$ cat config.mk
export PLATFORM = sky130hd
export DESIGN_NAME = cxapbasyncbridge_master_apb_mux_flat
export DESIGN_NICKNAME = d
export VERILOG_FILES = /design/src/rtl/cxapbasyncbridge_master_apb_mux_pkg.sv /design/src/rtl/cxapbasyncbridge_master_apb_mux_if.sv /design/src/rtl/cxapbasyncbridge_apb_watchdog.sv /design/src/rtl/cxapbasyncbridge_master_apb_mux.sv /design/src/flat_wrapper.sv
export SDC_FILE = /design/constraint.sdc
export NUM_CORES = 1
export LEC_CHECK = 0
export BUFFER_PORTS_ARGS = -buffer_cell sky130_fd_sc_hd__clkbuf_2
export CAP_MARGIN = 30
export CORE_AREA = 2 2 122 124
export DETAILED_ROUTE_END_ITERATION = 8
export DIE_AREA = 0 0 124 126
export GPL_TIMING_DRIVEN = 0
export PLACE_DENSITY = 0.62
export SLEW_MARGIN = 40
export SYNTH_ARGS = -nofsm -noshare
export SYNTH_HDL_FRONTEND = slang
export SYNTH_SLANG_ARGS = --single-unit
$ cat constraint.sdc
create_clock -name pclkm -period 1.8 [get_ports pclkm]
set_clock_uncertainty 0.15 [all_clocks]
set_input_delay 0.18 -clock pclkm [delete_from_list [all_inputs] [get_ports pclkm]]
set_output_delay 0.18 -clock pclkm [all_outputs]
set_load 0.05 [all_outputs]
$ cat src/rtl/cxapbasyncbridge_master_apb_mux_pkg.sv
// Shared definitions for the pclkm-domain APB fan-out mux:
// FSM state encoding, err_cause codes and watchdog counter width.
// Optional feature macro used by this slice: CXAPBASYNC_MUX_ERRADDR_EN.
`define CXAPBMUX_ST_IDLE   1'b0
`define CXAPBMUX_ST_ACCESS 1'b1

package cxapbasyncbridge_master_apb_mux_pkg;

    typedef enum logic {
        ST_IDLE   = `CXAPBMUX_ST_IDLE,
        ST_ACCESS = `CXAPBMUX_ST_ACCESS
    } mux_state_e;

    // err_cause codes (only meaningful with CXAPBASYNC_MUX_ERRADDR_EN)
    localparam logic [1:0] ERR_NONE     = 2'b00;
    localparam logic [1:0] ERR_UNMAPPED = 2'b01;
    localparam logic [1:0] ERR_TIMEOUT  = 2'b10;
    localparam logic [1:0] ERR_SLVERR   = 2'b11;

    // access-phase watchdog counter width
    localparam int CNT_W = 16;

endpackage

`undef CXAPBMUX_ST_IDLE
`undef CXAPBMUX_ST_ACCESS

$ cat src/rtl/cxapbasyncbridge_master_apb_mux_if.sv
// APB3 bus bundle around the fan-out mux: the upstream master bus from
// the bridge and the NUM_SLV downstream slave buses.
// master modport: the environment (bridge + slaves); slave modport: the mux.
interface cxapbasyncbridge_master_apb_mux_if #(
    parameter int NUM_SLV = 4
);
    // upstream
    logic                   pselm;
    logic                   penablem;
    logic                   pwritem;
    logic [31:0]            paddrm;
    logic [31:0]            pwdatam;
    logic [31:0]            prdatam;
    logic                   pslverrm;
    logic                   preadym;
    // downstream
    logic [NUM_SLV-1:0]     psels;
    logic                   penables;
    logic                   pwrites;
    logic [31:0]            paddrs;
    logic [31:0]            pwdatas;
    logic [32*NUM_SLV-1:0]  prdatas;
    logic [NUM_SLV-1:0]     preadys;
    logic [NUM_SLV-1:0]     pslverrs;

    modport slave (
        input  pselm, penablem, pwritem, paddrm, pwdatam,
        input  prdatas, preadys, pslverrs,
        output prdatam, pslverrm, preadym,
        output psels, penables, pwrites, paddrs, pwdatas
    );

    modport master (
        output pselm, penablem, pwritem, paddrm, pwdatam,
        output prdatas, preadys, pslverrs,
        input  prdatam, pslverrm, preadym,
        input  psels, penables, pwrites, paddrs, pwdatas
    );
endinterface

$ cat src/rtl/cxapbasyncbridge_apb_watchdog.sv
// Access-phase watchdog: counts pclkenm-qualified ACCESS cycles with no
// slave ready and flags to_hit once TIMEOUT_CYCLES is reached. Also owns
// the sticky timeout_sts flag.
module cxapbasyncbridge_apb_watchdog
    import cxapbasyncbridge_master_apb_mux_pkg::*;
#(
    parameter int TIMEOUT_CYCLES = 255
) (
    input  logic pclkm,
    input  logic presetmn,
    input  logic pclkenm,
    input  logic in_access,
    input  logic slv_rdy,
    input  logic timeout_clr,
    output logic to_hit,
    output logic timeout_sts
);
    localparam logic [CNT_W-1:0] LIMIT = CNT_W'(TIMEOUT_CYCLES);

    logic [CNT_W-1:0] cnt_q;

    // outside ACCESS the count is stale until the next IDLE clear
    assign to_hit = in_access && (cnt_q == LIMIT);

    // clear while idle, count stalled access cycles, hold at the limit
    always_ff @(posedge pclkm or negedge presetmn) begin
        if (!presetmn)
            cnt_q <= '0;
        else if (pclkenm) begin
            if (!in_access)
                cnt_q <= '0;
            else if (!slv_rdy && cnt_q != LIMIT)
                cnt_q <= cnt_q + 1'b1;
        end
    end

    // sticky flag; a firing timeout beats a simultaneous clear
    always_ff @(posedge pclkm or negedge presetmn) begin
        if (!presetmn)
            timeout_sts <= 1'b0;
        else if (pclkenm) begin
            if (to_hit && !slv_rdy)
                timeout_sts <= 1'b1;
            else if (timeout_clr)
                timeout_sts <= 1'b0;
        end
    end
endmodule

$ cat src/rtl/cxapbasyncbridge_master_apb_mux.sv
// Fans the bridge's pclkm-domain APB3 master bus out to NUM_SLV slaves by
// decoding paddrm[ADDR_LSB +: clog2(NUM_SLV)], muxes the selected slave's
// response back, and error-terminates hung accesses via the watchdog.
// Unmapped indices complete with zero wait states and pslverrm=1.
// Optional: CXAPBASYNC_MUX_ERRADDR_EN adds err_addr/err_cause capture.
module cxapbasyncbridge_master_apb_mux
    import cxapbasyncbridge_master_apb_mux_pkg::*;
#(
    parameter int NUM_SLV        = 4,
    parameter int ADDR_LSB       = 12,
    parameter int TIMEOUT_CYCLES = 255
) (
    input  logic                                  pclkm,
    input  logic                                  presetmn,
    input  logic                                  pclkenm,
    cxapbasyncbridge_master_apb_mux_if.slave      bus,
    input  logic                                  timeout_clr,
    output logic                                  timeout_sts
`ifdef CXAPBASYNC_MUX_ERRADDR_EN
    ,
    output logic [31:0]                           err_addr,
    output logic [1:0]                            err_cause
`endif
);
    localparam int IDX_W = (NUM_SLV > 1) ? $clog2(NUM_SLV) : 1;

    mux_state_e         state_q, state_d;
    logic [IDX_W-1:0]   idx_q, idx_live, idx_sel;
    logic               unmapped_q, unmapped_live, unmapped_sel;
    logic               in_access, setup, resp_act;
    logic               slv_rdy, slv_err, to_hit;
    logic [31:0]        slv_rdata;
    logic [NUM_SLV-1:0] psels_d;

    assign idx_live      = bus.paddrm[ADDR_LSB +: IDX_W];
    assign unmapped_live = ({1'b0, idx_live} >= (IDX_W+1)'(NUM_SLV));
    assign in_access     = (state_q == ST_ACCESS);
    assign setup         = bus.pselm && !bus.penablem;
    assign resp_act      = in_access && bus.penablem;

    // live address decodes the setup phase, the captured index the access
    assign idx_sel       = in_access ? idx_q      : idx_live;
    assign unmapped_sel  = in_access ? unmapped_q : unmapped_live;

    // one-hot slave select
    always_comb begin
        psels_d = '0;
        for (int i = 0; i < NUM_SLV; i++)
            psels_d[i] = bus.pselm && !unmapped_sel && (idx_sel == IDX_W'(i));
    end

    assign bus.psels    = psels_d;
    assign bus.penables = bus.penablem;
    assign bus.pwrites  = bus.pwritem;
    assign bus.paddrs   = bus.paddrm;
    assign bus.pwdatas  = bus.pwdatam;

    // pick the captured slave's response; loop form keeps unmapped indices in range
    always_comb begin
        slv_rdy   = 1'b0;
        slv_err   = 1'b0;
        slv_rdata = '0;
        for (int i = 0; i < NUM_SLV; i++) begin
            if (idx_q == IDX_W'(i)) begin
                slv_rdy   = bus.preadys[i];
                slv_err   = bus.pslverrs[i];
                slv_rdata = bus.prdatas[32*i +: 32];
            end
        end
        slv_rdy = slv_rdy && resp_act && !unmapped_q;
    end

    // a slave response in the watchdog's final cycle wins over the timeout
    assign bus.preadym  = resp_act && (slv_rdy || unmapped_q || to_hit);
    assign bus.pslverrm = resp_act && (unmapped_q || (to_hit && !slv_rdy) || (slv_rdy && slv_err));
    assign bus.prdatam  = slv_rdy ? slv_rdata : 32'h0;

    // next state: setup opens ACCESS, a response closes it, pselm low aborts
    always_comb begin
        state_d = state_q;
        case (state_q)
            ST_IDLE:   if (setup)       state_d = ST_ACCESS;
            ST_ACCESS: if (bus.preadym) state_d = ST_IDLE;
            default:                    state_d = ST_IDLE;
        endcase
        if (!bus.pselm)
            state_d = ST_IDLE;
    end

    // state and setup-phase decode capture
    always_ff @(posedge pclkm or negedge presetmn) begin
        if (!presetmn) begin
            state_q    <= ST_IDLE;
            idx_q      <= '0;
            unmapped_q <= 1'b0;
        end else if (pclkenm) begin
            state_q <= state_d;
            if (state_q == ST_IDLE && setup) begin
                idx_q      <= idx_live;
                unmapped_q <= unmapped_live;
            end
        end
    end

    cxapbasyncbridge_apb_watchdog #(
        .TIMEOUT_CYCLES (TIMEOUT_CYCLES)
    ) u_wdog (
        .pclkm       (pclkm),
        .presetmn    (presetmn),
        .pclkenm     (pclkenm),
        .in_access   (in_access),
        .slv_rdy     (slv_rdy),
        .timeout_clr (timeout_clr),
        .to_hit      (to_hit),
        .timeout_sts (timeout_sts)
    );

`ifdef CXAPBASYNC_MUX_ERRADDR_EN
    // capture address and cause of every error-completed transfer
    always_ff @(posedge pclkm or negedge presetmn) begin
        if (!presetmn) begin
            err_addr  <= 32'h0;
            err_cause <= ERR_NONE;
        end else if (pclkenm && bus.preadym && bus.pslverrm) begin
            err_addr  <= bus.paddrm;
            err_cause <= unmapped_q ? ERR_UNMAPPED :
                         slv_rdy    ? ERR_SLVERR   : ERR_TIMEOUT;
        end
    end
`endif
endmodule

$ cat src/flat_wrapper.sv
// flat-port wrapper written by rule: the top's interface ports become plain ports
module cxapbasyncbridge_master_apb_mux_flat import cxapbasyncbridge_master_apb_mux_pkg::*;
#(
    parameter int NUM_SLV        = 4,
    parameter int ADDR_LSB       = 12,
    parameter int TIMEOUT_CYCLES = 255
)
  (pclkm, presetmn, pclkenm, timeout_clr, timeout_sts, bus_pselm, bus_penablem, bus_pwritem, bus_paddrm, bus_pwdatam, bus_prdatas, bus_preadys, bus_pslverrs, bus_prdatam, bus_pslverrm, bus_preadym, bus_psels, bus_penables, bus_pwrites, bus_paddrs, bus_pwdatas);
  cxapbasyncbridge_master_apb_mux_if #(.NUM_SLV(NUM_SLV)) bus_i ();
  input  logic pclkm;
  input  logic presetmn;
  input  logic pclkenm;
  input  logic timeout_clr;
  output logic timeout_sts;
  input wire logic [$bits(bus_i.pselm)-1:0] bus_pselm;
  input wire logic [$bits(bus_i.penablem)-1:0] bus_penablem;
  input wire logic [$bits(bus_i.pwritem)-1:0] bus_pwritem;
  input wire logic [$bits(bus_i.paddrm)-1:0] bus_paddrm;
  input wire logic [$bits(bus_i.pwdatam)-1:0] bus_pwdatam;
  input wire logic [$bits(bus_i.prdatas)-1:0] bus_prdatas;
  input wire logic [$bits(bus_i.preadys)-1:0] bus_preadys;
  input wire logic [$bits(bus_i.pslverrs)-1:0] bus_pslverrs;
  output wire logic [$bits(bus_i.prdatam)-1:0] bus_prdatam;
  output wire logic [$bits(bus_i.pslverrm)-1:0] bus_pslverrm;
  output wire logic [$bits(bus_i.preadym)-1:0] bus_preadym;
  output wire logic [$bits(bus_i.psels)-1:0] bus_psels;
  output wire logic [$bits(bus_i.penables)-1:0] bus_penables;
  output wire logic [$bits(bus_i.pwrites)-1:0] bus_pwrites;
  output wire logic [$bits(bus_i.paddrs)-1:0] bus_paddrs;
  output wire logic [$bits(bus_i.pwdatas)-1:0] bus_pwdatas;
  assign bus_i.pselm = bus_pselm;
  assign bus_i.penablem = bus_penablem;
  assign bus_i.pwritem = bus_pwritem;
  assign bus_i.paddrm = bus_paddrm;
  assign bus_i.pwdatam = bus_pwdatam;
  assign bus_i.prdatas = bus_prdatas;
  assign bus_i.preadys = bus_preadys;
  assign bus_i.pslverrs = bus_pslverrs;
  assign bus_prdatam = bus_i.prdatam;
  assign bus_pslverrm = bus_i.pslverrm;
  assign bus_preadym = bus_i.preadym;
  assign bus_psels = bus_i.psels;
  assign bus_penables = bus_i.penables;
  assign bus_pwrites = bus_i.pwrites;
  assign bus_paddrs = bus_i.paddrs;
  assign bus_pwdatas = bus_i.pwdatas;
  cxapbasyncbridge_master_apb_mux #(.NUM_SLV(NUM_SLV), .ADDR_LSB(ADDR_LSB), .TIMEOUT_CYCLES(TIMEOUT_CYCLES)) u_core (.pclkm(pclkm), .presetmn(presetmn), .pclkenm(pclkenm), .bus(bus_i), .timeout_clr(timeout_clr), .timeout_sts(timeout_sts));
endmodule
==> out/results.tsv <==
metric	value	unit
failed_checks	setup timing	
gr-usage-all-layers	0.140	
drcViolationCount	0	
cts_tree	done	
hp-class	in -> reg	
cp.arrival	1940	ps
synth-xor-area-share	0.00962	
routabilityCongestion	0.782	
max_clock_freq	441	MHz
leakagePower	2.70	nW
finalCritPeriodShare	1.26	
cp-start-kind	flop	
path_clk_slew	60	ps
die_x	124	µm
path_max_fanout	3	
switchingPower	1.90	mW
avgSynthCellArea	9.52	µm²
initial_utilization	0.191	
ys_types	43	
portBuffers	248	
clock_latency	250	ps
regArea	503	µm²
status	complete, but fails checks	
stdcell_count	756	
worst_pin_slew	703	ps
cts.sinks	20	
drv_slew	0	
swShare	0.419	
seq_area_frac_synth	0.183	
synth_top_family_by_area	multiplexers	
layout_setup_ws	-467	ps
criticalPathCategory	reg -> out	
async_flop_share	1.00	
yosysTopAreaCell	mux4_2	
first_global_vias	3193	
grt_max_degree	21	
grt_pass1_wl	16.8	mm
internal_power	2.64	mW
ios	312	
dr_total_vias	3280	
ys_seq_elements	20	
core	14300	µm²
antenna_found_initial	2	
layout_min_cycle_time	2270	ps
numCtsBuffers	3	
htree_levels	1	
syn_area	2730	µm²
rows	44	
critPathRequiredTime	1470	ps
grt_overflow	0	
mostFrequentLayoutCells	211 x clkbuf_2, 80 x buf_4, 38 x buf_8, 33 x mux4_2, 31 x and2_4	
cts.root.buffer_cell	clkbuf_16	
p_per_area	815	nW/µm²
placed_cells	719	
multi_input_area	1990	µm²
ys_warn_count	0	
clkPwrFrac	0.114	
comb_power_share	0.761	
drive_gt1_frac	0.833	
post-dp-hpwl	9.73	mm
seq_power_share	0.126	
cts_buffer_depth	2	
final_common_cell	clkbuf_2	
hold_violations	0	
synth_simple_gate_area_frac	0.220	
setup_viol	55	
drt_wl_total	12.2	mm
die-area	15600	µm²
worstSetupEndpointType	output pin	
finalNetCount	779	
drt_iter0_markers	160	
vias_per_cell	4.34	
synthAdderAreaFrac	0.00458	
synth_compound_area_frac	0.0760	
cap_violations	0	
fillCellCount	1382	
first_pass_iters	4	
yosys-top-cells-area	mux4_2 27%, buf_4 18%, dfrtp_1 18%	
synthFlopType	dfrtp_1	
ant_nets	0	
synth_top_area_frac	0.272	
synth_edf_count	0	
maxSlewHeadroom	0.532	
syn_nets	495	
syn_to_final_growth	104	%
die_height	126	µm
wl_per_cell	16.1	µm
rsz0062_at_grt	true	
synth_mux_area_frac	0.287	
dp_slack	-505	ps
synthCells	287	
ir_drop	0.510	mV
[power groups by stage]
stage	clock [mW]	sequential, mW	combinational, mW
6_report	0.517	0.570	3.46
5_1_grt	0.542	0.577	3.65
4_1_cts	0.522	0.568	3.18
3_5_place_dp	0	0.572	2.53
3_3_place_gp	0	0.570	2.51
2_1_floorplan	0	0.553	2.00
[area by class of cell]
type                            count  area share
Antenna cell                        2    0.000897
Buffer                             82       0.129
Clock buffer                        4      0.0159
Inverter                            7     0.00471
Multi-Input combinational cell    178       0.357
Sequential cell                    20      0.0901
Tap cell                          184      0.0413
Timing Repair Buffer              279       0.361
[logic make-up (layout without fill, tap and decap cells)]
| logic type | after synthesis | count (layout) |
|---|---|---|
| AOI/OAI and AO/OA | 33 | 33 |
| xor gates and xnor gates | 3 | 3 |
| adders and majority gates | 1 | 1 |
| buffers and inverters | 89 | 372 |
| DFF | 20 | 20 |
| muxes | 37 | 37 |
| other | 0 | 2 |
| and+or+nand+nor | 104 | 104 |
[sequential cells by signal, summed over array words and instances, names as in the netlist]
signal	cells
u_core.u_wdog.timeout_sts	1
u_core.u_wdog.cnt_q	16
u_core.idx_q	2
u_core.in_access	1
[Yosys cell counts (2+ instances only)]
cell	n
a21o_1	2
a21oi_1	9
and2_1	33
buf_1	2
buf_2	5
buf_4	67
clkbuf_1	7
dfrtp_1	20
inv_1	7
mux2i_1	3
mux4_2	33
nand2_1	20
nand2b_1	3
nand3_1	13
nand3b_1	3
nand4_1	2
nor2_1	6
nor2b_1	2
nor3_1	4
nor4_1	2
o21ai_0	10
o31ai_1	4
or3_1	6
or4_1	4
xnor2_1	2
[worst max-delay path, stage by stage (launching register included)]
cell and delay (ps):
dfrtp_1 400, or4_4 540, nor4_4 190, nand2_2 160
o31ai_4 220, buf_8 180
[per-stage QoR]
| step | util | TNS [ps] | power, mW | hold WS [ps] | instance area (µm²) |
|---|---|---|---|---|---|
| after floorplan | - | -2120 | 2.55 | -266 | 2920 |
| after global placement | 0.307 | -17330 | 3.09 | 24.7 | 4390 |
| after detailed placement | 0.307 | -18060 | 3.10 | 31.7 | 4390 |
| after CTS | 0.372 | -18580 | 4.27 | 72.3 | 5320 |
| after global routing | 0.390 | -22230 | 4.77 | 93.9 | 5580 |
| final | 0.390 | -19300 | 4.55 | 64.8 | 5580 |
[what timing repair did]
action | CTS | global route
setup buffers | 19 | 6
pin swaps | 28 | 24
hold endpoints to repair | 20 | 0
cloned | 4 | 3
hold buffers | 1 | 0
resized for setup | 139 | 69
endpoints found under the setup margin | 56 | 57
[metal layers]
layer	wire length (µm)	share of wire	GRT usage
met5	0	0	0
met2	6480	0.53	0.251
met3	1050	0.086	0.0222
met4	123	0.010	0.0304
met1	4520	0.37	0.174
[path summary, 6_finish.rpt]
check                                                from                         to  slack [ps]  cells past startpoint
max in group asynchronous                        presetmn            u_core.idx_q[0]         820                      2
min in group asynchronous                        presetmn     u_core.u_wdog.cnt_q[4]         290                      2
worst min register to register  u_core.u_wdog.timeout_sts  u_core.u_wdog.timeout_sts         330                      2
worst max register to register            u_core.idx_q[0]     u_core.u_wdog.cnt_q[3]        -410                      7
worst max-delay path              u_core.u_wdog.cnt_q[12]               bus_pslverrm        -470                      5
worst min-delay path                          timeout_clr  u_core.u_wdog.timeout_sts          60                      4
(Power assumes the default switching activity.)
